==> src/rtl/ifu_fetch_stage_if.sv <==
// Fetch-stage bus bundle: instruction-memory request/response, decode handshake and redirect.
// master = fetch stage, slave = memory/decoder/execute side.
interface ifu_fetch_stage_if #(
  parameter int unsigned XLEN = 64
);
  logic            imem_req_valid;
  logic            imem_req_ready;
  logic [XLEN-1:0] imem_req_addr;
  logic            imem_rsp_valid;
  logic [31:0]     imem_rsp_data;
  logic            id_valid;
  logic            id_ready;
  logic [31:0]     id_instr;
  logic [XLEN-1:0] id_pc;
  logic            redirect_valid;
  logic [XLEN-1:0] redirect_pc;
  logic            halted;

  modport master (
    output imem_req_valid, imem_req_addr, id_valid, id_instr, id_pc, halted,
    input  imem_req_ready, imem_rsp_valid, imem_rsp_data, id_ready, redirect_valid, redirect_pc
  );

  modport slave (
    input  imem_req_valid, imem_req_addr, id_valid, id_instr, id_pc, halted,
    output imem_req_ready, imem_rsp_valid, imem_rsp_data, id_ready, redirect_valid, redirect_pc
  );
endinterface

==> src/rtl/ifu_fetch_stage.sv <==
// In-order instruction fetch with a credit-limited response FIFO feeding decode.
// Optional IFU_EBREAK_HALT_EN: stop fetching after an ebreak is buffered until redirect.
module ifu_fetch_stage #(
  parameter int unsigned     XLEN      = 64,
  parameter logic [XLEN-1:0] RESET_PC  = XLEN'(64'h8000_0000),
  parameter int unsigned     BUF_DEPTH = 2
) (
  input  logic                clk,
  input  logic                rst_n,
  ifu_fetch_stage_if.master   bus
);
  localparam int unsigned    PW      = $clog2(BUF_DEPTH);
  localparam int unsigned    CW      = PW + 1;
  localparam logic [CW-1:0]  DEPTH_C = CW'(BUF_DEPTH);
`ifdef IFU_EBREAK_HALT_EN
  localparam logic [31:0]    EBREAK  = 32'h0010_0073;
`endif

  typedef enum logic [1:0] {
    ST_BOOT,
    ST_RUN
`ifdef IFU_EBREAK_HALT_EN
    , ST_HALT
`endif
  } state_e;

  state_e          state_q, state_d;
  logic [XLEN-1:0] req_pc_q, req_pc_d;
  logic [XLEN-1:0] rsp_pc_q, rsp_pc_d;
  logic [CW-1:0]   outstanding_q, outstanding_d;
  logic [CW-1:0]   discard_q, discard_d;
  logic [CW-1:0]   count_q, count_d;
  logic [PW-1:0]   wr_ptr_q, wr_ptr_d;
  logic [PW-1:0]   rd_ptr_q, rd_ptr_d;
  logic [31:0]     instr_q [BUF_DEPTH];
  logic [31:0]     instr_d [BUF_DEPTH];
  logic [XLEN-1:0] pc_buf_q [BUF_DEPTH];
  logic [XLEN-1:0] pc_buf_d [BUF_DEPTH];
`ifdef IFU_EBREAK_HALT_EN
  logic            halted_q, halted_d;
`endif

  logic            req_valid, fire, rsp, id_valid, pop, push;
  logic [XLEN-1:0] redirect_tgt;

  // Credit counts buffered entries plus every in-flight request, including ones to be discarded.
  assign req_valid    = (state_q == ST_RUN)
                      && (({1'b0, count_q} + {1'b0, outstanding_q}) < {1'b0, DEPTH_C})
                      && !bus.redirect_valid;
  assign fire         = req_valid && bus.imem_req_ready;
  assign rsp          = bus.imem_rsp_valid;
  assign id_valid     = (count_q != '0);
  assign pop          = id_valid && bus.id_ready;
  assign push         = rsp && (discard_q == '0) && !bus.redirect_valid;
  assign redirect_tgt = bus.redirect_pc & ~XLEN'(3);

  always_comb begin
    state_d       = state_q;
    req_pc_d      = req_pc_q;
    rsp_pc_d      = rsp_pc_q;
    discard_d     = discard_q;
    count_d       = count_q;
    wr_ptr_d      = wr_ptr_q;
    rd_ptr_d      = rd_ptr_q;
    instr_d       = instr_q;
    pc_buf_d      = pc_buf_q;
`ifdef IFU_EBREAK_HALT_EN
    halted_d      = halted_q;
`endif
    outstanding_d = outstanding_q + CW'(fire) - CW'(rsp);

    if (state_q == ST_BOOT) state_d = ST_RUN;
    if (fire) req_pc_d = req_pc_q + XLEN'(4);

    if (bus.redirect_valid) begin
      // Everything still in flight after this cycle's response belongs to the old path.
      discard_d = outstanding_q - CW'(rsp);
      count_d   = '0;
      wr_ptr_d  = '0;
      rd_ptr_d  = '0;
      req_pc_d  = redirect_tgt;
      rsp_pc_d  = redirect_tgt;
      state_d   = ST_RUN;
`ifdef IFU_EBREAK_HALT_EN
      halted_d  = 1'b0;
`endif
    end else begin
      if (rsp && (discard_q != '0)) discard_d = discard_q - CW'(1);
      if (push) begin
        instr_d[wr_ptr_q]  = bus.imem_rsp_data;
        pc_buf_d[wr_ptr_q] = rsp_pc_q;
        wr_ptr_d           = wr_ptr_q + PW'(1);
        rsp_pc_d           = rsp_pc_q + XLEN'(4);
`ifdef IFU_EBREAK_HALT_EN
        if (bus.imem_rsp_data == EBREAK) begin
          state_d  = ST_HALT;
          halted_d = 1'b1;
        end
`endif
      end
      if (pop) rd_ptr_d = rd_ptr_q + PW'(1);
      count_d = count_q + CW'(push) - CW'(pop);
    end
  end

  always_ff @(posedge clk or negedge rst_n) begin
    if (!rst_n) begin
      state_q       <= ST_BOOT;
      req_pc_q      <= RESET_PC;
      rsp_pc_q      <= RESET_PC;
      outstanding_q <= '0;
      discard_q     <= '0;
      count_q       <= '0;
      wr_ptr_q      <= '0;
      rd_ptr_q      <= '0;
      instr_q       <= '{default: '0};
      pc_buf_q      <= '{default: '0};
`ifdef IFU_EBREAK_HALT_EN
      halted_q      <= 1'b0;
`endif
    end else begin
      state_q       <= state_d;
      req_pc_q      <= req_pc_d;
      rsp_pc_q      <= rsp_pc_d;
      outstanding_q <= outstanding_d;
      discard_q     <= discard_d;
      count_q       <= count_d;
      wr_ptr_q      <= wr_ptr_d;
      rd_ptr_q      <= rd_ptr_d;
      instr_q       <= instr_d;
      pc_buf_q      <= pc_buf_d;
`ifdef IFU_EBREAK_HALT_EN
      halted_q      <= halted_d;
`endif
    end
  end

  assert property (@(posedge clk) disable iff (!rst_n) !(push && !pop && (count_q == DEPTH_C)));

  assign bus.imem_req_valid = req_valid;
  assign bus.imem_req_addr  = req_pc_q;
  assign bus.id_valid       = id_valid;
  assign bus.id_instr       = instr_q[rd_ptr_q];
  assign bus.id_pc          = pc_buf_q[rd_ptr_q];
`ifdef IFU_EBREAK_HALT_EN
  assign bus.halted         = halted_q;
`else
  assign bus.halted         = 1'b0;
`endif
endmodule

==> src/flat_wrapper.sv <==
// flat-port wrapper written by rule: the top's interface ports become plain ports
module ifu_fetch_stage_flat 
#(
  parameter int unsigned     XLEN      = 64,
  parameter logic [XLEN-1:0] RESET_PC  = XLEN'(64'h8000_0000),
  parameter int unsigned     BUF_DEPTH = 2
)
  (clk, rst_n, bus_imem_req_valid, bus_imem_req_addr, bus_id_valid, bus_id_instr, bus_id_pc, bus_halted, bus_imem_req_ready, bus_imem_rsp_valid, bus_imem_rsp_data, bus_id_ready, bus_redirect_valid, bus_redirect_pc);
  ifu_fetch_stage_if #(.XLEN(XLEN)) bus_i ();
  input  logic clk;
  input  logic rst_n;
  output wire logic [$bits(bus_i.imem_req_valid)-1:0] bus_imem_req_valid;
  output wire logic [$bits(bus_i.imem_req_addr)-1:0] bus_imem_req_addr;
  output wire logic [$bits(bus_i.id_valid)-1:0] bus_id_valid;
  output wire logic [$bits(bus_i.id_instr)-1:0] bus_id_instr;
  output wire logic [$bits(bus_i.id_pc)-1:0] bus_id_pc;
  output wire logic [$bits(bus_i.halted)-1:0] bus_halted;
  input wire logic [$bits(bus_i.imem_req_ready)-1:0] bus_imem_req_ready;
  input wire logic [$bits(bus_i.imem_rsp_valid)-1:0] bus_imem_rsp_valid;
  input wire logic [$bits(bus_i.imem_rsp_data)-1:0] bus_imem_rsp_data;
  input wire logic [$bits(bus_i.id_ready)-1:0] bus_id_ready;
  input wire logic [$bits(bus_i.redirect_valid)-1:0] bus_redirect_valid;
  input wire logic [$bits(bus_i.redirect_pc)-1:0] bus_redirect_pc;
  assign bus_imem_req_valid = bus_i.imem_req_valid;
  assign bus_imem_req_addr = bus_i.imem_req_addr;
  assign bus_id_valid = bus_i.id_valid;
  assign bus_id_instr = bus_i.id_instr;
  assign bus_id_pc = bus_i.id_pc;
  assign bus_halted = bus_i.halted;
  assign bus_i.imem_req_ready = bus_imem_req_ready;
  assign bus_i.imem_rsp_valid = bus_imem_rsp_valid;
  assign bus_i.imem_rsp_data = bus_imem_rsp_data;
  assign bus_i.id_ready = bus_id_ready;
  assign bus_i.redirect_valid = bus_redirect_valid;
  assign bus_i.redirect_pc = bus_redirect_pc;
  ifu_fetch_stage #(.XLEN(XLEN), .RESET_PC(RESET_PC), .BUF_DEPTH(BUF_DEPTH)) u_core (.clk(clk), .rst_n(rst_n), .bus(bus_i));
endmodule
==> config.mk <==
export PLATFORM = sky130hd
export DESIGN_NAME = ifu_fetch_stage_flat
export DESIGN_NICKNAME = d
export VERILOG_FILES = /design/src/rtl/ifu_fetch_stage_if.sv /design/src/rtl/ifu_fetch_stage.sv /design/src/flat_wrapper.sv
export SDC_FILE = /design/constraint.sdc
export NUM_CORES = 1
export LEC_CHECK = 0
export CORE_MARGIN = 2
export CORE_UTILIZATION = 54
export DETAILED_ROUTE_END_ITERATION = 10
export PLACE_DENSITY_LB_ADDON = 0.1
export SETUP_SLACK_MARGIN = 0.4
export SLEW_MARGIN = 20
export SYNTH_ARGS = -nofsm -noshare
export SYNTH_HDL_FRONTEND = slang
export SYNTH_SLANG_ARGS = --single-unit
==> constraint.sdc <==
create_clock -name clk -period 3.5 [get_ports clk]
set_input_delay 0.7 -clock clk [delete_from_list [all_inputs] [get_ports clk]]
set_output_delay 0.7 -clock clk [all_outputs]
set_load 0.01 [all_outputs]
[After elaboration in Yosys (flattened, before gate mapping)]
Index checks and enable logic that the tools add are counted.
Cells by class
  $add $sub $neg: 11
  $lt $le $gt $ge: 4
  eq/ne operators: 1
  muxes and demuxes: 25
  bitwise gates (word level): 3
  reduce and logical (&&, ||, !) cells: 19
Operator list (number)
  $mux W64: 8
  $add A64 B3 Y64 const B: 2
  $bwmux W128: 1
  $mux W32: 4
  $bwmux W64: 1
  $demux W64 S1: 1
  $demux W32 S1: 1
  $reduce_bool A2 Y1: 7
  $mux W2: 5
  $logic_and A1 B1 Y1: 8
  $sub A2 B1 Y2: 3
  $add A2 B1 Y2: 2
  $ge A2 B2 Y1 const B: 2
  $logic_not A2 Y1: 2
  $mux W1: 4
  $not A1 Y2: 2
  $add A2 B2 Y3: 1
  $lt A3 B2 Y1 const B: 1
  $add A1 B1 Y1 const B: 2
  $eq A2 B1 Y1 const B: 1
  $lt A2 B1 Y1 const B: 1
  $reduce_and A2 Y1: 1
  $sub A2 B1 Y2 const B: 1
  $logic_not A1 Y1: 1
  $not A1 Y1: 1
Storage, ports and cells
  register bits after elaboration: 330
  input bits: 102
  output and inout bits: 163
  word-level logic and storage cells: 75

[Depth between registers and ports, before layout]
Gate-level depths: netlist (run 1).
  depth after elaboration: 7
  gate-level depth with buffers: 10
  depth with buffers taken out: 9

[Worst setup path after synthesis (run 1)]
Ideal clock, no wire load.
  kind: flip-flop to flip-flop
  start point: register u_core.count_q[0]
  end point: register u_core.outstanding_q[0]
  setup time: 126 ps
  arrival time: 2559 ps
  data required time: 3374 ps
  slack: 815 ps
  stages on the path, launching flop included: 10
  path buffers: 2
  clock period less this slack: 2685 ps
  cell sequence: dfrtp_1 inv_1 nor2_1 fa_1 nor4b_2 nand2_1 inv_2 buf_2 buf_1 ha_1
Between the ends
  cells in the longest elaborated chain, start to end: 7
RTL lines
  start: declaration: line ifu_fetch_stage.sv:32  | logic [CW-1:0] count_q, count_d;
  start signal: assignment: line ifu_fetch_stage.sv:127  | count_q <= count_d;
  $add A2 B2 Y3: line ifu_fetch_stage.sv:48  | && (({1'b0, count_q} + {1'b0, outstanding_q}) < {1'b0, DEPTH_C})
  $lt A3 B2 Y1: line ifu_fetch_stage.sv:48
  $logic_and A1 B1 Y1: line ifu_fetch_stage.sv:48
  $logic_and A1 B1 Y1: line ifu_fetch_stage.sv:49  | && !bus.redirect_valid;
  named net bus_imem_req_valid: line flat_wrapper.sv:12  | output wire logic [$bits(bus_i.imem_req_valid)-1:0] bus_imem_req_valid;
  $logic_and A1 B1 Y1: line ifu_fetch_stage.sv:50  | assign fire = req_valid && bus.imem_req_ready;
  $add A2 B1 Y2: line ifu_fetch_stage.sv:70  | outstanding_d = outstanding_q + CW'(fire) - CW'(rsp);
  $sub A2 B1 Y2: line ifu_fetch_stage.sv:70
  named net u_core.outstanding_d[0]: line ifu_fetch_stage.sv:30  | logic [CW-1:0] outstanding_q, outstanding_d;
  end signal: assignment: line ifu_fetch_stage.sv:125  | outstanding_q <= outstanding_d;
  end: declaration: line ifu_fetch_stage.sv:30
The timed path passes the listed nets, and every way through them passes these cells.
A chain may end at the register's enable or synchronous reset.

[Final worst setup path (run 1)]
  start point: register u_core.rd_ptr_q
  end point: output port bus_id_pc[30]
Between the ends
  cells in the longest elaborated chain, start to end: 4
RTL lines
  start: declaration: line ifu_fetch_stage.sv:34  | logic [PW-1:0] rd_ptr_q, rd_ptr_d;
  start signal: assignment: line ifu_fetch_stage.sv:129  | rd_ptr_q <= rd_ptr_d;
  $not A1 Y2 (not written as such): line ifu_fetch_stage.sv:144  | assign bus.id_pc = pc_buf_q[rd_ptr_q];
  $mux W64 (not written as such) (3 in series): line ifu_fetch_stage.sv:144
  end: declaration: line flat_wrapper.sv:16  | output wire logic [$bits(bus_i.id_pc)-1:0] bus_id_pc;
No other way between the ends. The select of a mux whose other input is x is not followed.

==> results.md, run 1 <==
* Crit path max-delay family: buffers and inverters
* Vias in the first global route at 12690
* Final hold viol count at 0
* Area Overhead vs Synth at 27.13%
* Max H-tree Level at 2
* Tmin final at 2.975 ns
* Max clock buf depth at 3
* WHS at 0.1526 ns
* Most common cell after layout, fill and taps aside: dfrtp_1
* Wirelength per Cell at 21.14 um
* Critical Path Start Type: flip-flop
* Comb pwr share at 36.0%
* Max incr delay on CP at 0.58 ns
* EDFF count, synth at 0
* Critical path endpoint category: primary output
* Worst path cell trace: buf_4, mux2_2, clkdlybuf4s50_1
* Pre-antenna DRT Iters at 6
* Most frequent cells in the layout: dfrtp_1, mux2_2, clkdlybuf4s50_1, nand2_1
* Worst skew pair latency at 0.51 ns
* Rows at 63
* Setup_tns at 0 ns
* Gr usage total at 28.62%
* DRC viols at 0
* Max VDD drop at 0.2959 mV
* CP Data Required Time at 2.80 ns
* Max Freq at 336.1 MHz
* Largest net degree at the start of global routing at 113
* Number of routed nets with antenna violations at 0
* Critical path peak fanout at 11
* Routed vias/inst at 6.174
* Pwr Density at 723.9 nW/um^2
* Max-Cap Viols at 0
* Antenna diodes at 0
* Via count at 13050
* Final worst-path cycle share at 85.01%
* Reg clk slew, reported paths at 0.06 ns
* Final WL at 44680 um
* Io pins at 265
* First-pass GRT wire length at 70330 um
* WP buf/inv at 2
* Die Ht at 177.0 um
* CTS Buf Count at 35
* Synth Instances at 1446
* Primary FF master, synth: dfrtp_1
* Buffers on Ports at 257
* Die footprint at 31320 um^2
* Status: complete, no violations
* Warnings, synthesis at 0
* Core area at 29560 um^2
* Worst slew margin at 35.21%
* Chip Width at 177.0 um
* Critical path data arrival time at 2.28 ns
* Critical path class: reg -> out
* CTS tree: built
* Unrepaired setup endpoints after global routing: no
* Half-perimeter wire length after placement at 31350 um
* Net Switching at 0.004453 W
* HP Class: in -> async
* FFs w/ async S/R, synth at 100.0%
* Remaining global-route overflow at 0
* Worst Skew at 0.009983 ns
* Cell internal pwr at 0.01042 W
* Sinks on Clock Net at 321
* Placer Congestion at 0.9624
* Clock root buffer: clkbuf_16
* Max Slew Vio Count at 0
* DRT iter0 DRCs at 1010
* Number of fill cells at 2231
* Initial core utilization at 54.66%
* Flop pwr share at 38.6%
* Register area share after synthesis at 49.73%
* Pleak at 8.506 nW
* Layout cell share with drive strength beyond 1 at 23.68%
* # hold bufs at CTS at 0
* Initial antenna violation count at 0
* Slew at the pin with the worst max-slew slack at 0.9645 ns
* Seq cells post-synth at 321
* Slowest-stage cell, CP: dfrtp_4
* Final Net Count at 1811
* Syn Std Cell Area at 16160 um^2
* Final Setup Violations at 0
* Distinct cells, synth at 60
* Clock network power share at 25.4%
* Syn Area/Cell at 11.17 um^2
* Sw Ratio at 29.95%
==> registers in the layout, indices dropped and copies added (netlist names) <==
register,cells
u_core.rsp_pc_q,62
u_core.state_q,1
u_core.pc_buf_q,124
u_core.bus.imem_req_addr,62
u_core.rd_ptr_q,1
u_core.instr_q,64
u_core.outstanding_q,2
u_core.wr_ptr_q,1
u_core.discard_q,2
u_core.count_q,2
==> repair_timing <==
item / 4_1_cts / 5_1_grt
setup endpoints to repair: 62 / 5
resized for setup: 1 / 1
buffers inserted: 3 / 0
==> cells in the mapped netlist (all sizes together) (2+ instances only) <==
master  instances  area share [%]
a22oi          10            0.46
nand4          69             3.0
xnor2          14            0.76
nor4           27             1.6
conb            2           0.046
o21ai          74             2.3
a222oi          2            0.12
dfstp           2            0.33
a21o            2           0.093
and3           21            0.81
xor2           28             1.5
nand3          75             2.4
buf            25            0.82
mux2          279              19
nor2           67             1.6
nand2b          8            0.31
o311ai         14            0.76
o211ai         30             1.4
clkbuf         57             1.3
nor2b           5            0.19
and2           10            0.39
inv            19            0.44
and4            7            0.38
mux2i          10            0.62
or3            18            0.70
or2             5            0.19
a221o           3            0.19
o31ai          15            0.70
ha              7            0.54
nand2         116             2.7
nor3           17            0.56
a31oi          34             1.3
a31o            5            0.27
dfrtp         319              49
or4            23             1.1
a21oi          14            0.43
==> metal layers <==
layer	GRT usage, %	part of all wire (%)	up-vias
met2	43.24	44	595
li1	-	-	5903
met3	4.210	8.0	92
met1	42.76	45	6455
met4	8.712	2.7	0
met5	0	0	-
==> cells by family after synthesis <==
family,Yosys count,synth area share [%]
xor+xnor,42,2.277
buf+inv,101,2.594
other cells,2,0.04648
mux,289,20.06
simple gates,473,16.22
compound gates,210,8.402
fa+ha+maj,8,0.6659
flops,321,49.73
==> final cells by class <==
class	instances	area, um^2	area share [%]
flip-flops and latches	321	8039	39.14
repair buffers	296	3019	14.70
clock buffers	52	1061	5.165
clock inverters	7	127.6	0.6213
inverters	19	71.32	0.3472
well taps	390	488.0	2.376
multi-input cells	1028	7735	37.66
==> power groups by stage <==
| stage | clock network (W) | logic (W) | registers, W |
|---|---|---|---|
| final | 0.00378 | 0.00535 | 0.00574 |
| after global routing | 0.00398 | 0.00575 | 0.00590 |
| after CTS | 0.00385 | 0.00540 | 0.00572 |
| after detailed placement | 0 | 0.00528 | 0.00581 |
| after global placement | 0 | 0.00519 | 0.00572 |
| after floorplan | 0 | 0.00291 | 0.00551 |
==> through the flow <==
stage	cell area (um^2)	std cells	setup WS (ns)	total power, W	utilization, %
floorplan	16170	1450	0.8150	0.008419	-
global placement	19300	2051	0.3329	0.01091	65.30
detailed placement	19300	2051	0.2911	0.01109	65.30
CTS	20540	2113	0.4958	0.01497	69.48
global route	20540	2113	0.4131	0.01563	69.49
finish	20540	2113	0.5246	0.01487	69.49
==> path summary, 6_finish.rpt <==
kind                                startpoint                            to  slack [ns]  cells after the start
setup / recovery               u_core.rd_ptr_q                 bus_id_pc[30]        0.52                      3
hold / removal                           rst_n            u_core.instr_q[23]        0.15                      1
min in group clk            bus_redirect_valid           u_core.discard_q[1]        0.44                      2
hold reg to reg            u_core.pc_buf_q[50]           u_core.pc_buf_q[50]        0.48                      2
max in group asynchronous                rst_n            u_core.instr_q[32]        2.40                      2
setup reg to reg             u_core.count_q[0]  u_core.bus.imem_req_addr[48]        0.64                     13
==> worst reg2reg max path, delay by kind of cell (launching register included) <==
kind	cells	cell delay, ns
compound gates	2	0.30
flops	1	0.37
simple gates	4	0.54
buf+inv	6	1.10
fa+ha+maj	1	0.45
Note: power is estimated with default switching activity, not from simulation.
==> inputs of run 2 (changes only) <==
--- a/config.mk
+++ b/config.mk
@@ -5,10 +5,10 @@
 export SDC_FILE = /design/constraint.sdc
 export NUM_CORES = 1
 export LEC_CHECK = 0
-export CORE_MARGIN = 2
 export CORE_UTILIZATION = 54
 export DETAILED_ROUTE_END_ITERATION = 10
 export PLACE_DENSITY_LB_ADDON = 0.1
+export REMOVE_ABC_BUFFERS = 1
 export SETUP_SLACK_MARGIN = 0.4
 export SLEW_MARGIN = 20
 export SYNTH_ARGS = -nofsm -noshare
==> run 2 against run 1 <==
  * Power fell by 0.62%
  * Register-to-register slack gained 0.11 ns
  * Largest cell class unchanged
  * Critical path depth did not move
  * Count of clock-buffer cells in the layout up 1
  * Design area decreased by 0.21%
  * First-iteration DRC count is 8.9% higher
  * Sequential power decreased by 0.9%
  * Combinational power fell by 2%
  * Maximum frequency hardly changed
==> results.md, run 2 (same netlist as run 1, synthesis figures left out) <==
* Max-Cap Viols at 0 (unchanged)
* HP Class: in -> async
* Routed vias/inst at 6.096 (-1.3%)
* Antenna diodes at 0 (unchanged)
* DRT iter0 DRCs at 1100 (+8.9%)
* Place WS at 0.3706 ns (+0.07953 ns)
* Worst path cell trace: buf_6, mux2_2, clkdlybuf4s50_1
* Most frequent cells in the layout: dfrtp_1, mux2_2, clkdlybuf4s50_1, nand2_1
* Clock root buffer: clkbuf_16
* Core area at 29090 um^2 (-1.6%)
* Post-layout util at 70.46% (+0.97 points)
* Crit path max-delay family: buffers and inverters
* Most common cell after layout, fill and taps aside: dfrtp_1
* Final hold viol count at 0 (unchanged)
* Half-perimeter wire length after placement at 30710 um (-2.1%)
* Vias in the first global route at 12550 (-1.1%)
* Critical path peak fanout at 45 (+34)
* Gr usage total at 28.81% (+0.19 points)
* Final worst-path cycle share at 85.06% (about the same)
* Placer Congestion at 0.8969 (-6.8%)
* Worst reg2reg setup slack at 0.75 ns (+0.11 ns)
* CP Data Required Time at 2.80 ns (about the same)
* Sinks on Clock Net at 321 (unchanged)
* Number of fill cells at 2179 (-2.3%)
* Final Net Count at 1809 (-0.11%)
* Unrepaired setup endpoints after global routing: no
* Number of routed nets with antenna violations at 0 (unchanged)
* Worst slew margin at 28.51% (-6.7 points)
* Final Setup Violations at 0 (unchanged)
* # hold bufs at CTS at 0 (unchanged)
* Slowest-stage cell, CP: clkdlybuf4s50_1
* Critical path data arrival time at 2.28 ns (about the same)
* Worst Skew at 0.01004 ns (+0.00006116 ns)
* Max Slew Vio Count at 0 (unchanged)
* Max VDD drop at 0.7093 mV (+140%)
* Max Freq at 335.9 MHz (about the same)
* Largest registers: u_core.pc_buf_q x124, u_core.instr_q x64
* Pwr Density at 720.9 nW/um^2 (-0.42%)
* Largest register FFs at 124 (unchanged)
* Initial antenna violation count at 0 (unchanged)
* Max incr delay on CP at 0.50 ns (-0.08 ns)
* Tmin final at 2.977 ns (+0.001592 ns)
* Rows at 62 (-1.6%)
* Power, Total at 0.01478 W (-0.62%)
* Reg with most FFs: u_core.pc_buf_q
* CTS Buf Count at 37 (+5.7%)
* Pleak at 8.485 nW (-0.25%)
* Reg2Reg Depth at 9 (-4)
* Die footprint at 30620 um^2 (-2.2%)
* Final WL at 43480 um (-2.7%)
* Final WS setup at 0.5230 ns (-0.001592 ns)
* Initial core utilization at 55.54% (+0.88 points)
* Via count at 12840 (-1.6%)
* Largest net degree at the start of global routing at 109 (-3.5%)
* Status: complete, no violations
* Io pins at 265 (unchanged)
* Die Ht at 175.0 um (-1.1%)
* First-pass GRT wire length at 69390 um (-1.3%)
* Worst skew pair latency at 0.52 ns (about the same)
* CP Depth at 3 (unchanged)
* WP buf/inv at 2 (unchanged)
* Layout cell share with drive strength beyond 1 at 23.40% (-0.28 points)
* Max clock buf depth at 3 (unchanged)
* Slew at the pin with the worst max-slew slack at 1.072 ns (+0.1079 ns)
* Chip Width at 175.0 um (-1.1%)
* Critical path class: reg -> out
* Critical Path Start Type: flip-flop
* Worst reg2reg startpoint: u_core.count_q[0]
* Post-CTS Setup Bufs at 0 (-3)
* Area Overhead vs Synth at 26.86%
* DRC viols at 0 (unchanged)
* Crit. Startpoint: u_core.rd_ptr_q
* Buffers on Ports at 257 (unchanged)
* CTS tree: built
* Pre-antenna DRT Iters at 5 (-1)
* Max H-tree Level at 2 (unchanged)
* Remaining global-route overflow at 0 (unchanged)
* Reg clk slew, reported paths at 0.05 ns (about the same)
* RR Endpoint: u_core.bus.imem_req_addr[39]
* Wirelength per Cell at 20.65 um (-2.3%)
* Critical path endpoint category: primary output
* Worst Setup EP: bus_id_instr[27]
## run 2: repair_timing
action | in CTS | in global routing
gates resized for setup | 3 | 0
hold endpoints to repair | 0 | 0
setup endpoints to repair | 37 | 0
## run 2: worst min-delay path by stage
stage / start / endpoint / slack [ns] / cells past startpoint
after detailed placement: u_core.pc_buf_q[37] / u_core.pc_buf_q[37] / 0.47 / 2
after global routing: rst_n / u_core.instr_q[36] / 0.28 / 1
after CTS: rst_n / u_core.instr_q[4] / 0.26 / 1
final: rst_n / u_core.pc_buf_q[17] / 0.22 / 1
after global placement: u_core.pc_buf_q[37] / u_core.pc_buf_q[37] / 0.46 / 2
after floorplan: rst_n / u_core.bus.imem_req_addr[10] / 0.40 / 0
## run 2: through the flow
stage	hold WS (ns)	cell area (um^2)	instances	TNS (ns)
3_5_place_dp	0.4701	19290	2044	0
2_1_floorplan	0.4044	15830	1368	-451.95
4_1_cts	0.2556	20500	2106	0
6_report	0.2187	20500	2106	0
3_3_place_gp	0.4563	19290	2044	0
5_1_grt	0.2795	20500	2106	0
## run 2: per-layer routing
layer / share of wire, % / up-vias / track usage (%)
li1: - / 5877 / -
met1: 44 / 6392 / 41.14
met2: 46 / 494 / 44.92
met3: 7.2 / 76 / 4.809
met4: 2.7 / 0 / 9.094
met5: 0 / - / 0
## run 2: layout make-up
cell class,instances,area (um^2),share of cell area [%]
Inverter,19,71.32,0.3479
Timing Repair Buffer,292,2965,14.47
Multi-Input combinational cell,1028,7744,37.78
Sequential cell,321,8039,39.22
Clock inverter,9,152.6,0.7447
Tap cell,384,480.5,2.344
Clock buffer,53,1046,5.103
## run 2: power breakdown
| group | internal (W) | leakage [nW] | total, W | switching, W |
|---|---|---|---|---|
| combinational | 0.00318 | 3.92 | 0.00525 | 0.00206 |
| sequential | 0.00488 | 3.97 | 0.00569 | 0.000814 |
| clock | 0.00237 | 0.588 | 0.00384 | 0.00148 |
## run 2: worst register-to-register path: stages (launching register included)
cell,delay (ns)
dfrtp_1,0.34
inv_1,0.06
nor2_1,0.13
fa_1,0.46
nor4b_4,0.35
nand2_1,0.19
inv_2,0.12
nand3_1,0.35
or4_1,0.59
nand3_1,0.09
